## config.mk

```make
export PLATFORM = sky130hd
export DESIGN_NAME = rs_hs_pipeline_tail_fifo
export DESIGN_NICKNAME = d
export VERILOG_FILES = /design/src/rtl/rs_hs_pkg.sv /design/src/rtl/rs_hs_tail_mem.sv /design/src/rtl/rs_hs_pipeline_tail_fifo.sv
export SDC_FILE = /design/constraint.sdc
export NUM_CORES = 1
export LEC_CHECK = 0
export CAP_MARGIN = 20
export CORE_MARGIN = 1
export CORE_UTILIZATION = 55
export DETAILED_ROUTE_END_ITERATION = 8
export GPL_ROUTABILITY_DRIVEN = 0
export PLACE_DENSITY = 0.68
export RECOVER_POWER = 100
export SYNTH_ARGS = -nofsm -noshare
export SYNTH_HDL_FRONTEND = slang
export SYNTH_SLANG_ARGS = --single-unit
```

## constraint.sdc

```tcl
create_clock -name clk -period 8.1 [get_ports clk]
set_input_delay 1.62 -clock clk [delete_from_list [all_inputs] [get_ports clk]]
set_output_delay 1.62 -clock clk [all_outputs]
set_load 0.01 [all_outputs]
```

## src/rtl/rs_hs_pkg.sv

```systemverilog
`default_nettype none
// ============================================================================
// Module  : rs_hs_pkg
// Brief   : Shared constants and helpers for the handshake pipeline tail.
// Revision: 1.0 - initial release
// ============================================================================
package rs_hs_pkg;

    localparam int MEM_STYLE_REGS = 0;
    localparam int MEM_STYLE_DIST = 1;
    localparam int MEM_STYLE_BRAM = 2;

    // Beats that can still arrive after in_ready drops: ready travels back
    // through body_level stages and valid data travels forward through them.
    function automatic int grace_period(input int body_level);
        return 2 * body_level + 1;
    endfunction

endpackage
`default_nettype wire

```

## src/rtl/rs_hs_tail_mem.sv

```systemverilog
`default_nettype none
// ============================================================================
// Module  : rs_hs_tail_mem
// Brief   : 1W/1R storage array for the tail FIFO, style chosen by MEM_STYLE.
// Revision: 1.0 - initial release
// ============================================================================
module rs_hs_tail_mem
    import rs_hs_pkg::*;
#(
    parameter int DATA_WIDTH = 32,
    parameter int ENTRIES    = 45,
    parameter int ADDR_WIDTH = 6,
    parameter int MEM_STYLE  = MEM_STYLE_REGS
) (
    input  logic                  clk,
    input  logic                  wr_en_i,
    input  logic [ADDR_WIDTH-1:0] wr_addr_i,
    input  logic [DATA_WIDTH-1:0] wr_data_i,
    input  logic [ADDR_WIDTH-1:0] rd_addr_i,
    output logic [DATA_WIDTH-1:0] rd_data_o
);

    // Read stays asynchronous in every style so a beat written at cycle N is
    // visible at N+1; the style only steers the synthesis mapping.
    generate
        if (MEM_STYLE == MEM_STYLE_BRAM) begin : g_bram
            (* ram_style = "block" *) logic [DATA_WIDTH-1:0] mem_q [ENTRIES];
            always_ff @(posedge clk) begin
                if (wr_en_i) mem_q[wr_addr_i] <= wr_data_i;
            end
            assign rd_data_o = mem_q[rd_addr_i];
        end else if (MEM_STYLE == MEM_STYLE_DIST) begin : g_dist
            (* ram_style = "distributed" *) logic [DATA_WIDTH-1:0] mem_q [ENTRIES];
            always_ff @(posedge clk) begin
                if (wr_en_i) mem_q[wr_addr_i] <= wr_data_i;
            end
            assign rd_data_o = mem_q[rd_addr_i];
        end else begin : g_regs
            (* ram_style = "registers" *) logic [DATA_WIDTH-1:0] mem_q [ENTRIES];
            always_ff @(posedge clk) begin
                if (wr_en_i) mem_q[wr_addr_i] <= wr_data_i;
            end
            assign rd_data_o = mem_q[rd_addr_i];
        end
    endgenerate

endmodule
`default_nettype wire

```

## src/rtl/rs_hs_pipeline_tail_fifo.sv

```systemverilog
`default_nettype none
// ============================================================================
// Module  : rs_hs_pipeline_tail_fifo
// Brief   : Skid FIFO at the tail of a pipelined-ready handshake chain.
// Revision: 1.0 - initial release
// ============================================================================
module rs_hs_pipeline_tail_fifo
    import rs_hs_pkg::*;
#(
    parameter int DATA_WIDTH   = 32,
    parameter int DEPTH        = 24,
    parameter int GRACE_PERIOD = grace_period(8),
    parameter int MEM_STYLE    = MEM_STYLE_REGS,
    localparam int REAL_DEPTH  = GRACE_PERIOD + DEPTH + 4,
    localparam int ADDR_WIDTH  = $clog2(REAL_DEPTH)
) (
    input  logic                  clk,
    input  logic                  reset,
    input  logic                  in_valid,
    input  logic [DATA_WIDTH-1:0] in_data,
    output logic                  in_ready,
    output logic                  out_valid,
    output logic [DATA_WIDTH-1:0] out_data,
    input  logic                  out_ready,
    output logic                  overflow_err,
    output logic [ADDR_WIDTH:0]   count
);

    localparam int                   C_CW     = ADDR_WIDTH + 1;
    localparam logic [C_CW-1:0]       C_FULL   = C_CW'(REAL_DEPTH);
    localparam logic [C_CW-1:0]       C_THRESH = C_CW'(REAL_DEPTH - GRACE_PERIOD);
    localparam logic [ADDR_WIDTH-1:0] C_LAST   = ADDR_WIDTH'(REAL_DEPTH - 1);

    logic [ADDR_WIDTH-1:0] wr_ptr_q, wr_ptr_d;
    logic [ADDR_WIDTH-1:0] rd_ptr_q, rd_ptr_d;
    logic [C_CW-1:0]       count_q, count_d;
    logic                  in_ready_q, in_ready_d;
    logic                  ovf_q, ovf_d;
    logic                  w_full, w_empty, w_wr, w_rd;

    always_comb begin
        w_full     = (count_q == C_FULL);
        w_empty    = (count_q == '0);
        w_rd       = !w_empty && out_ready;
        // A read in the same cycle frees the slot the write lands in.
        w_wr       = in_valid && (!w_full || w_rd);
        wr_ptr_d   = wr_ptr_q;
        rd_ptr_d   = rd_ptr_q;
        count_d    = count_q;
        ovf_d      = ovf_q || (in_valid && w_full && !w_rd);

        if (w_wr) wr_ptr_d = (wr_ptr_q == C_LAST) ? '0 : wr_ptr_q + ADDR_WIDTH'(1);
        if (w_rd) rd_ptr_d = (rd_ptr_q == C_LAST) ? '0 : rd_ptr_q + ADDR_WIDTH'(1);

        case ({w_wr, w_rd})
            2'b10:   count_d = count_q + C_CW'(1);
            2'b01:   count_d = count_q - C_CW'(1);
            default: count_d = count_q;
        endcase

        in_ready_d = (count_d < C_THRESH);
    end

    always_ff @(posedge clk or negedge reset) begin
        if (!reset) begin
            wr_ptr_q   <= '0;
            rd_ptr_q   <= '0;
            count_q    <= '0;
            in_ready_q <= 1'b1;
            ovf_q      <= 1'b0;
        end else begin
            wr_ptr_q   <= wr_ptr_d;
            rd_ptr_q   <= rd_ptr_d;
            count_q    <= count_d;
            in_ready_q <= in_ready_d;
            ovf_q      <= ovf_d;
        end
    end

    rs_hs_tail_mem #(
        .DATA_WIDTH (DATA_WIDTH),
        .ENTRIES    (REAL_DEPTH),
        .ADDR_WIDTH (ADDR_WIDTH),
        .MEM_STYLE  (MEM_STYLE)
    ) u_mem (
        .clk       (clk),
        .wr_en_i   (w_wr),
        .wr_addr_i (wr_ptr_q),
        .wr_data_i (in_data),
        .rd_addr_i (rd_ptr_q),
        .rd_data_o (out_data)
    );

    assign out_valid    = !w_empty;
    assign in_ready     = in_ready_q;
    assign overflow_err = ovf_q;
    assign count        = count_q;

endmodule
`default_nettype wire

```

Word level (Yosys, flattened, before mapping). Memories as Yosys holds them, arrays and structs flattened. Index checks and enable logic that the tools add are counted.

$add $sub $neg: 4. Magnitude comparators: 1. Eq/ne operators: 5. Mux-type cells: 5. Reductions and logical operators: 10.

Operators with widths (count): $pmux 7 s2 (1); $add 6x1->6 const B (2); $eq 6x6->1 const B (2); $mux 6 (2); $add 7x1->7 const B (1); $eq 7x6->1 const B (1); $logic_not 7->1 (1); $lt 7x5->1 const B (1); $sub 7x1->7 const B (1); $logic_and 1x1->1 (4); $logic_not 1->1 (3); $eq 2x1->1 const B (1); $eq 2x2->1 const B (1); $logic_or 1x1->1 (2); $mux 1 (2).

Register bits after elaboration: 21. Bits in writable memories: 1440. Input port bits: 36. Output and inout bits: 42. Logic and storage cells: 31. Memories kept: 1.

Memory list: u_mem.g_regs.mem_q (depth 45, width 32, rd ports 1, clocked after Yosys merged registers in 0, write ports 1, line rs_hs_tail_mem.sv:39) `(* ram_style = "registers" *) logic [DATA_WIDTH-1:0] mem_q [ENTRIES];`.

Logic depth before layout (Yosys ltp).
Depth after elaboration: 8. Mapped depth: 10. Gate-level depth less buffers: 10.

Hierarchy. Synthesis repeated with hierarchy kept, for this count alone.

Cells, all modules: 2890. Area total of the unflattened synthesis: 57174.8 um^2.

Modules (own cells, without submodules): rs_hs_tail_mem (instances 1, cells an instance 2743, area an instance 55809.8 um^2, seq. area each 43241.5 um^2); rs_hs_pipeline_tail_fifo (instances 1, cells an instance 147, area an instance 1365.1 um^2, seq. area each 526.8 um^2).

Worst setup path before layout. Ideal clock, no wire load.

Kind: input-to-reg. From: in in_valid. To: mem u_mem.g_regs.mem_q[34][0] (enable). Library setup time: 421 ps. Arrival: 3935 ps. Data required time: 7679 ps. Path slack: 3744 ps. Cell stages on the path: 5. Cells stage by stage: clkbuf_1 > o31ai_1 > or4_1 > clkbuf_1 > nor2_1.

Word-level cells in the longest chain between the ends: 3.

RTL lines: start, declared (line rs_hs_pipeline_tail_fifo.sv:19) `input logic in_valid,`; $logic_and 1x1->1 (line rs_hs_pipeline_tail_fifo.sv:46) `w_wr = in_valid && (!w_full || w_rd);`; $mux 1 (line rs_hs_tail_mem.sv:41) `if (wr_en_i) mem_q[wr_addr_i] <= wr_data_i;`; $mux 1 (not written as such) (line rs_hs_tail_mem.sv:41); end, declared (line rs_hs_tail_mem.sv:39).

Every way passes these cells.

Worst setup path after layout.
From: reg rd_ptr_q[3]. To: out out_data[24].

Word-level cells in the longest chain between the ends: 1.

RTL lines: start, declared (line rs_hs_pipeline_tail_fifo.sv:35) `logic [ADDR_WIDTH-1:0] rd_ptr_q, rd_ptr_d;`; start signal, assigned (line rs_hs_pipeline_tail_fifo.sv:73) `rd_ptr_q <= rd_ptr_d;`; $mem_v2 45x32; end, declared (line rs_hs_pipeline_tail_fifo.sv:23) `output logic [DATA_WIDTH-1:0] out_data,`.

Every way passes these cells.

==> impl_metrics.tcl <==
set metrics [dict create \
    drc 4 \
    synth_cells 2399 \
    maxSlewViolCount 2825 \
    synth_edf_count 1440 \
    worst-endpoint-arrival_ps 5550 \
    finalSetupViolations 0 \
    fin_skew_ps 24.22 \
    synth.area.mux_share 0.1632 \
    clk_pin_slew_ps 60 \
    pin_count 78 \
    critPathBufInv 3 \
    async_flop_share 0.01437 \
    cp-end-kind "primary output" \
    first_global_vias 26760 \
    synth_nets 2445 \
    violations "design-rule violations, max-capacitance violations, max-slew violations" \
    cts_buffer_depth 3 \
    period_share 0.8855 \
    ys_seq_area_frac 0.7770 \
    port_buffers 77 \
    hold_class "reg -> reg" \
    cts_resized 0 \
    rows 117 \
    worst_slack_ps 927.5 \
    cts_buffers 144 \
    cpPeakStageDelay_ps 1450 \
    synthFlopType "edfxtp_1" \
    pre_cts_ws_ps 2655 \
    worstMarginPinSlew_ps 3596 \
    synth-compound-area-share 0.02228 \
    grt_max_degree 61 \
    path_class "reg -> out" \
    clkLatencyLatePin_ps 730 \
    root_buffer "clkbuf_16" \
    peakVddDrop_uv 288.9 \
    drt_iter0_drc 3246 \
    overflow 0 \
    clock_sinks 1461 \
    max_freq_mhz 139.4 \
    die_y_um 322.0 \
    cts_tree "built" \
    dr.pass1.iters 7 \
    area_growth_pct 12.20 \
    die_area_mm2 0.1037 \
    rsz0062_at_grt "false" \
    hold_viol 0 \
    die_w_um 322.0 \
    synth_xor_area_frac 0.0006219 \
    critPathMaxFanout 42 \
    nets 2639 \
    postCtsSetupBuffers 0 \
    path_delay_family "buffers and inverters" \
    drive_above_1_share 0.1881 \
    ant_nets 0 \
    start_util 0.5545 \
    critical-path-slowest-cell "clkbuf_1" \
    via_per_inst 6.515 \
    cp-start-kind "flip-flop" \
    slew_headroom -1.398 \
    synth_seq_cells 1461 \
    layout_common_cells "1440 x edfxtp_1, 245 x mux4_2, 148 x clkbuf_16" \
    coreArea_mm2 0.1016 \
    syn-cell-area_mm2 0.05633 \
    final_common_cell "edfxtp_1" \
    grt_first_pass_wirelength_mm 186.3 \
    fin_setup_tns_ps 0 \
    synthSimpleGateAreaFrac 0.01746 \
    cts_max_level 4 \
    wl_per_cell_um 31.87 \
    yosysWarnings 0 \
    hold_buffers 0 \
    synth_top_family_by_area "multiplexers" \
    p_leak_uw 0.01963 \
    synth-adder-area-share 0.002354 \
    required_ps 6480 \
    fin_crit_ps 7172 \
    yosysUniqueCellTypes 55 \
    vias 26510 \
    drt_wl_total_mm 129.7 \
    track_usage 0.2550 \
    cap_violations 89 \
    syn_area_per_cell_um2 23.48 \
    path_cells "buf_4, nand3b_1, clkbuf_1, o22ai_1, or4_1, o21ai_0, clkdlybuf4s50_1" \
    antenna_found_initial 2 \
    hpwl_mm 69.71 \
    power_density_mw_per_mm2 311.1 \
    status "finished with violations" \
]
## per-layer routing
metal,GRT usage,vias to the layer above,share of wire
li1,-,10870,-
met1,0.3528,14180,0.39
met2,0.4202,1248,0.50
met3,0.03999,209,0.074
met4,0.08360,2,0.030
met5,0,-,0.00012
## cells by family (layout without fill, tap and decap cells)
kind of cell | Yosys count | count (layout)
compound gates | 204 | 204
mux | 386 | 386
flops | 1461 | 1461
other cells | 0 | 1
fa+ha+maj | 10 | 10
buf+inv | 142 | 443
xor+xnor | 4 | 4
simple gates | 192 | 192
## worst register-to-register path, stage by stage, from the launching register on
cell      delay, ps
dfrtp_1         520
nand4_1         280
o31a_1          380
nand4_1         530
nor2_1         1120
clkbuf_1       1350
clkbuf_1        950
## sequential cells by signal (all words and copies together) (netlist names)
register            cells
rd_ptr_q                6
u_mem.g_regs.mem_q   1440
overflow_err            1
count                   7
in_ready                1
wr_ptr_q                6
## power breakdown
part | internal (µW) | leakage [µW] | switching, µW
logic | 1990 | 0.00425 | 2490
registers | 8560 | 0.0132 | 204
clock network | 3670 | 0.00219 | 2740
total | 14200 | 0.0196 | 5440
## worst paths after layout
kind	startpoint	endpoint	slack (ps)	depth (start not counted)
max in group asynchronous	reset	rd_ptr_q[1]$_DFFE_PN0N_	5670	2
min in group asynchronous	reset	overflow_err$_DFF_PN0_	1170	1
worst max-delay path	rd_ptr_q[3]$_DFFE_PN0N_	out_data[24]	930	7
worst min register to register	overflow_err$_DFF_PN0_	overflow_err$_DFF_PN0_	500	2
worst min-delay path	overflow_err$_DFF_PN0_	overflow_err$_DFF_PN0_	500	2
worst max register to register	count[0]$_DFFE_PN0N_	u_mem.g_regs.mem_q[15][25]$_DFFE_PP_	2570	6
## per-stage QoR
step / util / total power (µW) / hold slack [ps] / std cells / cell area, µm²
final: 0.6221 / 19660 / 497.9 / 4069 / 63200
after global routing: 0.6221 / 20270 / 518.3 / 4068 / 63200
after CTS: 0.6268 / 19890 / 489.8 / 4067 / 63680
after detailed placement: 0.5824 / 13520 / 475.2 / 3814 / 59170
after global placement: 0.5815 / 13440 / 465.5 / 3810 / 59080
after floorplan: - / 11670 / 497.3 / 2399 / 56330
## cells in the mapped netlist (2+ instances only)
library cell | n | share of area
edfxtp_1 | 1440 | 0.77
mux4_2 | 245 | 0.098
mux4_1 | 139 | 0.065
o22ai_1 | 128 | 0.014
nor2_1 | 61 | 0.0041
buf_2 | 50 | 0.0044
nand2_1 | 50 | 0.0033
clkbuf_1 | 38 | 0.0025
or4_1 | 33 | 0.0044
o21ai_1 | 32 | 0.0028
buf_6 | 30 | 0.0060
dfrtp_1 | 20 | 0.0089
o21ai_0 | 18 | 0.0016
nand3_1 | 11 | 0.00098
ha_1 | 9 | 0.0020
or3_1 | 9 | 0.0010
inv_1 | 8 | 0.00053
buf_12 | 7 | 0.0025
buf_1 | 5 | 0.00033
nand3b_1 | 5 | 0.00067
nand4_1 | 5 | 0.00056
nor3_1 | 5 | 0.00044
a211oi_1 | 4 | 0.00053
a21o_1 | 4 | 0.00053
or2_2 | 3 | 0.00033
or3b_2 | 3 | 0.00047
xnor2_1 | 3 | 0.00047
a21oi_1 | 2 | 0.00018
and2_1 | 2 | 0.00022
buf_4 | 2 | 0.00027
buf_8 | 2 | 0.00053
mux2_2 | 2 | 0.00040
o31ai_1 | 2 | 0.00027
## layout make-up
cell class	count	area, µm²
clock buffers	179	3820
well taps	1368	1712
diodes	1	2.502
flip-flops and latches	1461	43780
fillers	6930	38390
clock inverters	74	690.7
multi-input cells	796	11830
repair buffers	182	1343
inverters	8	30.03
Power figures use the tool's default switching activity.
